**config.mk**
```make
export PLATFORM = sky130hd
export DESIGN_NAME = joy_serial_scanner
export DESIGN_NICKNAME = d
export VERILOG_FILES = /design/src/rtl/joy_serial_scanner.sv
export SDC_FILE = /design/constraint.sdc
export NUM_CORES = 1
export LEC_CHECK = 0
export BUFFER_PORTS_ARGS = -buffer_cell sky130_fd_sc_hd__buf_4
export CAP_MARGIN = 20
export CORE_MARGIN = 2
export CORE_UTILIZATION = 42
export DETAILED_ROUTE_END_ITERATION = 16
export PLACE_DENSITY = 0.57
export SYNTH_ARGS = -nofsm -noshare
export SYNTH_HDL_FRONTEND = slang
export SYNTH_SLANG_ARGS = --single-unit
export TNS_END_PERCENT = 20
```
**constraint.sdc**
```tcl
create_clock -name I_CLK -period 2.9 [get_ports I_CLK]
set_input_delay 0.725 -clock I_CLK [delete_from_list [all_inputs] [get_ports I_CLK]]
set_output_delay 0.725 -clock I_CLK [all_outputs]
set_load 0.1 [all_outputs]
```
**src/rtl/joy_serial_scanner.sv**
```systemverilog
// Scans a 24-bit parallel-load/serial-out joystick register for two players and
// presents debounced active-low pads that change only on whole, repeated frames.
module joy_serial_scanner #(
    parameter int CLK_DIV  = 16,
    parameter int DEBOUNCE = 2
) (
    input  logic        I_CLK,
    input  logic        I_RESET,
    input  logic        I_JOY_DATA,
    output logic        O_JOY_CLK,
    output logic        O_JOY_LOAD,
    output logic [11:0] O_JOY1,
    output logic [11:0] O_JOY2,
    output logic        O_FRAME_STB,
    output logic        O_VALID
);

    localparam int DIV_W = $clog2(CLK_DIV);

    typedef enum logic [1:0] {S_LOAD, S_SETTLE, S_SHIFT, S_COMMIT} state_t;

    state_t             state;
    state_t             state_next;
    logic [DIV_W-1:0]   div_cnt;
    logic               tick;
    logic               rise;
    logic               din_s1;
    logic               din_s2;
    logic [4:0]         bit_cnt;
    logic [23:0]        frame;
    logic [23:0]        prev_frame;
    logic [3:0]         deb_cnt;
    logic [3:0]         deb_next;
    logic               load_start;
    logic               load_end;
    logic               sample_en;
    logic [11:0]        new_j1;
    logic [11:0]        new_j2;

    always_ff @(posedge I_CLK) begin
        if (I_RESET) begin
            din_s1 <= 1'b1;
            din_s2 <= 1'b1;
        end else begin
            din_s1 <= I_JOY_DATA;
            din_s2 <= din_s1;
        end
    end

    assign tick = (div_cnt == DIV_W'(CLK_DIV - 1));
    assign rise = tick & ~O_JOY_CLK;

    always_ff @(posedge I_CLK) begin
        if (I_RESET) begin
            div_cnt   <= '0;
            O_JOY_CLK <= 1'b0;
        end else if (tick) begin
            div_cnt   <= '0;
            O_JOY_CLK <= ~O_JOY_CLK;
        end else begin
            div_cnt   <= div_cnt + DIV_W'(1);
        end
    end

    always_ff @(posedge I_CLK) begin
        if (I_RESET) begin
            state <= S_LOAD;
        end else begin
            state <= state_next;
        end
    end

    // S_LOAD is entered with LOAD still high; the first rise in it drops LOAD so
    // the low pulse always spans exactly one rise-to-rise period.
    always_comb begin
        state_next  = state;
        load_start  = 1'b0;
        load_end    = 1'b0;
        sample_en   = 1'b0;
        O_FRAME_STB = 1'b0;
        case (state)
            S_LOAD: begin
                if (rise) begin
                    if (O_JOY_LOAD) begin
                        load_start = 1'b1;
                    end else begin
                        load_end   = 1'b1;
                        state_next = S_SETTLE;
                    end
                end
            end
            S_SETTLE: begin
                if (rise) begin
                    sample_en  = 1'b1;
                    state_next = S_SHIFT;
                end
            end
            S_SHIFT: begin
                if (rise) begin
                    sample_en = 1'b1;
                    if (bit_cnt == 5'd23) begin
                        state_next = S_COMMIT;
                    end
                end
            end
            S_COMMIT: begin
                O_FRAME_STB = 1'b1;
                state_next  = S_LOAD;
            end
            default: state_next = S_LOAD;
        endcase
    end

    // Each rise captures the bit the register presented during the period that just ended.
    always_ff @(posedge I_CLK) begin
        if (I_RESET) begin
            O_JOY_LOAD <= 1'b1;
            bit_cnt    <= '0;
            frame      <= '1;
            prev_frame <= '1;
            deb_cnt    <= '0;
            O_JOY1     <= 12'hFFF;
            O_JOY2     <= 12'hFFF;
            O_VALID    <= 1'b0;
        end else begin
            if (load_start) begin
                O_JOY_LOAD <= 1'b0;
            end
            if (load_end) begin
                O_JOY_LOAD <= 1'b1;
                bit_cnt    <= '0;
            end
            if (sample_en) begin
                frame   <= {din_s2, frame[23:1]};
                bit_cnt <= bit_cnt + 5'd1;
            end
            if (O_FRAME_STB) begin
                prev_frame <= frame;
                deb_cnt    <= deb_next;
                if (deb_next >= 4'(DEBOUNCE)) begin
                    O_JOY1  <= new_j1;
                    O_JOY2  <= new_j2;
                    O_VALID <= 1'b1;
                end
            end
        end
    end

    always_comb begin
        deb_next = 4'd1;
        if (frame == prev_frame) begin
            deb_next = (deb_cnt == 4'd15) ? 4'd15 : deb_cnt + 4'd1;
        end
    end

    // Board wiring: serial bit order versus pad bit positions.
    assign new_j1 = {frame[21], frame[20], frame[22], frame[0], frame[23], frame[1],
                     frame[2], frame[3], frame[4], frame[5], frame[6], frame[7]};
    assign new_j2 = {frame[17], frame[16], frame[18], frame[8], frame[19], frame[9],
                     frame[10], frame[11], frame[12], frame[13], frame[14], frame[15]};

endmodule

```
* After elaboration in Yosys (flattened, before gate mapping) *
Cells that the tools add are included.

operators by class
  add/sub/neg operators = 3
  $lt $le $gt $ge = 1
  eq/ne operators = 12
  muxes and demuxes = 19
  bitwise logic cells = 2
  reduce and logical (&&, ||, !) cells = 7

operators with widths
  cell                 count
  $eq 24x24->1         1
  $mux 2               5
  $mux 5               2
  $ne 2x2->1 const B   5
  $mux 1               9
  $add 4x1->4 const B  2
  $eq 4x4->1 const B   2
  $mux 4               2
  $pmux 2 s4           1
  $reduce_or 2->1      3
  $add 5x1->5 const B  1
  $eq 5x5->1 const B   1
  $reduce_and 5->1     1
  $eq 2x2->1 const B   2
  $ge 4x2->1 const B   1
  $eq 2x1->1 const B   1
  $logic_not 2->1      1
  $reduce_and 2->1     1
  $reduce_bool 2->1    1
  $and 1x1->1          1
  $not 1->1            1

storage, ports and cells
  bits in registers = 92
  input port bits = 3
  output and inout port bits = 28
  word-level logic and storage cells = 57

* Depth between registers and ports, before layout *
  depth after elaboration = 6
  gate-level depth with buffers = 8
  mapped depth without buffers = 7

* Least setup slack after synthesis *
Ideal clock, no wire load.

  path type = reg-to-reg
  from = register state[1]
  to = register prev_frame[2]
  setup time = 129 ps
  arrival = 2346 ps
  data required time = 2771 ps
  path slack = 425 ps
  cell stages (with the launch flop) = 6
  clock period less this slack = 2475 ps
  cells stage by stage = dfxtp_1 > ha_1 > clkbuf_1 > buf_1 > mux2i_1 > nand2_1

between the ends
  word-level cells in the longest chain between the ends = 2

ends and longest elaborated chain
  element                 line  text
  start, declared         22    state_t state;
  start signal, assigned  69    state <= state_next;
  $eq 2x2->1              81    case (state)
  $mux 1                  81
  via O_FRAME_STB         14    output logic O_FRAME_STB,
  end signal, assigned    138   prev_frame <= frame;
  end, declared           31    logic [23:0] prev_frame;

The timed path passes the listed nets, and every way through them passes these cells.
A chain may end at the register's enable or synchronous reset.

* Worst setup path in the final report *
  from = register deb_cnt[0]
  to = register O_JOY1[8]

between the ends
  word-level cells in the longest chain between the ends = 5
  elaborated cells on any way between the ends = 6
  those cells by class = 1 x add/sub; 1 x order compare; 1 x eq/ne; 2 x mux; 1 x reduce/logical

ends and longest elaborated chain
  element                                    line  text
  start, declared                            32    logic [3:0] deb_cnt;
  start signal, assigned                     139   deb_cnt <= deb_next;
  $add 4x1->4 or $eq 4x4->1 (tied branches)  152   deb_next = (deb_cnt == 4'd15) ? 4'd15 : deb_cnt + 4'd1;
  $mux 4 (*)                                 152
  $mux 4 (*)                                 151   if (frame == prev_frame) begin
  $ge 4x2->1 (*)                             140   if (deb_next >= 4'(DEBOUNCE)) begin
  $reduce_and 2->1 (no source line) (*)      n/a
  end signal, assigned                       141   O_JOY1 <= new_j1;
  end, declared                              12    output logic [11:0] O_JOY1,

Mark *: on every way between the ends. The rest lies on a longest branch, timed or not.

==> results.md <==
* Status: finished, final reports clean
* CTS tree: done
* Initial antenna violation count at 0
* Total Routed Length at 8.24 mm
* Worst hold path type: reg2reg
* Die Span X at 101 um
* Layout cell share with drive strength beyond 1 at 0.177
* Gp weighted congestion at 0.720
* Seq pwr share at 0.594
* Peak VDD IR at 0.254 mV
* Synthesis Warnings at 0
* Initial Util at 0.430
* FILL cells at 894
* H-tree depth at 3
* Crit-path max FO at 25
* Arrival time worst endpoint at 2.44 ns
* Worst Hold Launch: din_s1
* Reg2Reg Launch Point: deb_cnt[0]
* Ant. Diodes at 0
* Core ar. at 9150 um^2
* Max-slew violation count at 0
* CTS Buffer Depth at 2
* GRT Overall Usage at 0.170
* Die Height at 101 um
* Clock root cell: clkbuf_8
* CTS Hold Bufs at 0
* Yosys reg bits at 92
* # IOs at 31
* TritonCTS buffer count at 9
* Sequential area share after synthesis at 0.468
* Leakage at 1.85 nW
* Final hold vios at 0
* First-pass GRT wire length at 13.6 mm
* Final Skew at 0.0159 ns
* Worst skew pair latency at 0.35 ns
* CP Class: reg2reg
* Async SR Flop Fraction at 0
* Slew Limit Headroom at 0.651
* Multi-input gate area at 1850 um^2
* Final ANT Viol Nets at 0
* Clock Sinks at 92
* Period utilization at 0.744
* Number of global-route vias before repair at 2746
* Slowest-stage cell, CP: or4_4
* Area Growth Syn to Fin at 12.2%
* Gate power share at 0.040
* Cell total after placement at 547
* Final Critical Period at 2.16 ns
* RSZ-0062 raised after global routing: false
* Mapped Nets at 438
* Setup TNS at 0 ns
* Post-DP HPWL at 5.40 mm
* Die Area at 10100 um^2
* Largest net degree at the start of global routing at 40
* Critical R2R Capture: O_JOY1[8]
* Worst EP required at 3.18 ns
* Startpoint types: flip-flop
* GR Overflow Total at 0
* Worst Tran Pin Value at 0.524 ns
* Cell Rows at 35
* Internal reg-to-reg setup slack at 0.74 ns
* Post-cts repair resize count at 0
* Mapped Area at 3930 um^2
* Vias at 2959
* Clock share of power at 0.366
* Hold path endpoint: din_s2
* Vias per cell at 5.26
* Clock transition at path regs at 0.09 ns
* Register area at 1840 um^2
* Number of synthesized flops with an enable pin at 0
* Postcts setup bufs at 0
* DRT Pass-1 Iters at 4
* Post-Syn Instances at 428
* Worst R2R Path Depth at 6
* Hold Path Depth at 1
* Unique masters post-synth at 40
* Max-cap viol count at 0
* Final setup violation count at 0
* Final std cells w/o fill at 563
* Port bufs at 30
* Fmax at 464 MHz
* Syn Area/Cell at 9.19 um^2
* Commonest register cell after synthesis: dfxtp_1
* Pint at 0.00162 W
* Critical Path End Type: flip-flop
* Net Sw Power at 0.000536 W
* NumNets Final at 457
* CP peak stage delay at 0.59 ns
* PwrDens at 490 nW/um^2
* Post-route DRC at 0
* CP Cell Sequence: ha_1 > xor2_1 > or4_4 > and3_1 > buf_4 > o211ai_2
* Routed len/inst at 14.6 um
* Sw Share at 0.248
* DR iter-0 viols at 113
worst max-delay path, delay by kind of cell, from the launching register on:
family | cells | cell delay (ns)
flops | 1 | 0.34
buf+inv | 1 | 0.25
compound gates | 1 | 0.16
fa+ha+maj | 1 | 0.26
simple gates | 2 | 0.90
xor+xnor | 1 | 0.16
cells by family after synthesis:
logic type               count (synthesis)  share of synthesized area
XOR/XNOR                                27                     0.0602
AND/OR/NAND/NOR                        169                      0.210
buffers and inverters                   59                     0.0646
adder cells (fa/ha/maj)                  7                     0.0223
flip-flops                              92                      0.468
multiplexers                            25                     0.0637
AO/OA/AOI/OAI                           49                      0.111
worst max-delay path by stage:
| stage | start | endpoint | slack, ns | cells after the start |
|---|---|---|---|---|
| detailed placement | deb_cnt[0] | O_JOY1[8] | 0.76 | 6 |
| floorplan | state[1] | prev_frame[2] | 0.43 | 5 |
| CTS | deb_cnt[0] | O_JOY1[8] | 0.73 | 6 |
| global placement | deb_cnt[0] | O_JOY1[10] | 0.80 | 6 |
| finish | deb_cnt[0] | O_JOY1[8] | 0.74 | 6 |
| global route | deb_cnt[0] | O_JOY1[7] | 0.64 | 6 |
cell type report:
cell class / count / area share
tap: 111 / 0.0315
inverter: 29 / 0.0247
multi-input combinational: 277 / 0.419
timing repair buffer: 38 / 0.0675
sequential: 92 / 0.418
clock buffer: 10 / 0.0289
clock inverter: 6 / 0.0108
state kept, by name (all words and copies together), names as in the netlist:
name and count:
O_JOY1 12, O_JOY2 12, O_JOY_CLK 1, O_JOY_LOAD 1, O_VALID 1, bit_cnt 5, deb_cnt 4, din_s1 1
din_s2 1, div_cnt 4, frame 24, prev_frame 24, state 2
synthesized netlist by cell type (all sizes together), types with 2 or more instances:
| master | instances | area, um^2 |
|---|---|---|
| a211oi | 2 | 15.0 |
| a21oi | 7 | 35.0 |
| a31oi | 2 | 12.5 |
| and3 | 5 | 36.3 |
| buf | 9 | 66.3 |
| clkbuf | 21 | 78.8 |
| dfxtp | 92 | 1840 |
| ha | 7 | 87.6 |
| inv | 29 | 109 |
| mux2i | 25 | 250 |
| nand2 | 76 | 285 |
| nand3 | 30 | 150 |
| nand3b | 2 | 15.0 |
| nand4 | 30 | 188 |
| nand4b | 3 | 26.3 |
| nor2 | 10 | 37.5 |
| nor3 | 3 | 15.0 |
| o211ai | 25 | 288 |
| o21ai | 7 | 35.0 |
| or2 | 2 | 12.5 |
| xnor2 | 26 | 228 |
routing by layer:
layer / wire length (um) / global-route usage / vias to the layer above
li1: - / - / 1506
met1: 4200 / 0.237 / 1385
met2: 3660 / 0.263 / 58
met3: 281 / 0.0270 / 10
met4: 110 / 0.0685 / 0
met5: 0 / 0 / -
power by group through the flow:
stage	sequential, W	clock (W)	combinational [W]
6_report	0.00128	0.000791	0.0000872
5_1_grt	0.00128	0.000862	0.0000962
4_1_cts	0.00128	0.000812	0.0000878
3_5_place_dp	0.00131	0	0.0000876
3_3_place_gp	0.00131	0	0.0000845
2_1_floorplan	0.00131	0	0.0000678
per-stage QoR:
stage	hold slack (ns)	setup WS [ns]	cell area (um^2)	utilization	power, W
after floorplan	0.389	0.425	3930	-	0.00138
after global routing	0.438	0.635	4410	0.482	0.00224
after CTS	0.420	0.728	4410	0.482	0.00218
after global placement	0.393	0.801	4230	0.463	0.00140
after detailed placement	0.399	0.758	4230	0.463	0.00140
final	0.418	0.743	4410	0.482	0.00216
layout by cell type, fill, tap and decap left out, types with 3 or more instances in the layout:
| master | count |
|---|---|
| a21oi_1 | 7 |
| and3_1 | 4 |
| buf_4 | 37 |
| clkbuf_8 | 9 |
| clkinvlp_4 | 4 |
| dfxtp_1 | 92 |
| ha_1 | 7 |
| inv_1 | 28 |
| mux2i_1 | 25 |
| nand2_1 | 76 |
| nand3_1 | 30 |
| nand4_1 | 30 |
| nand4b_1 | 3 |
| nor2_1 | 10 |
| o211ai_1 | 5 |
| o211ai_2 | 20 |
| o21ai_0 | 7 |
| xnor2_1 | 26 |
(Power assumes the default switching activity.)
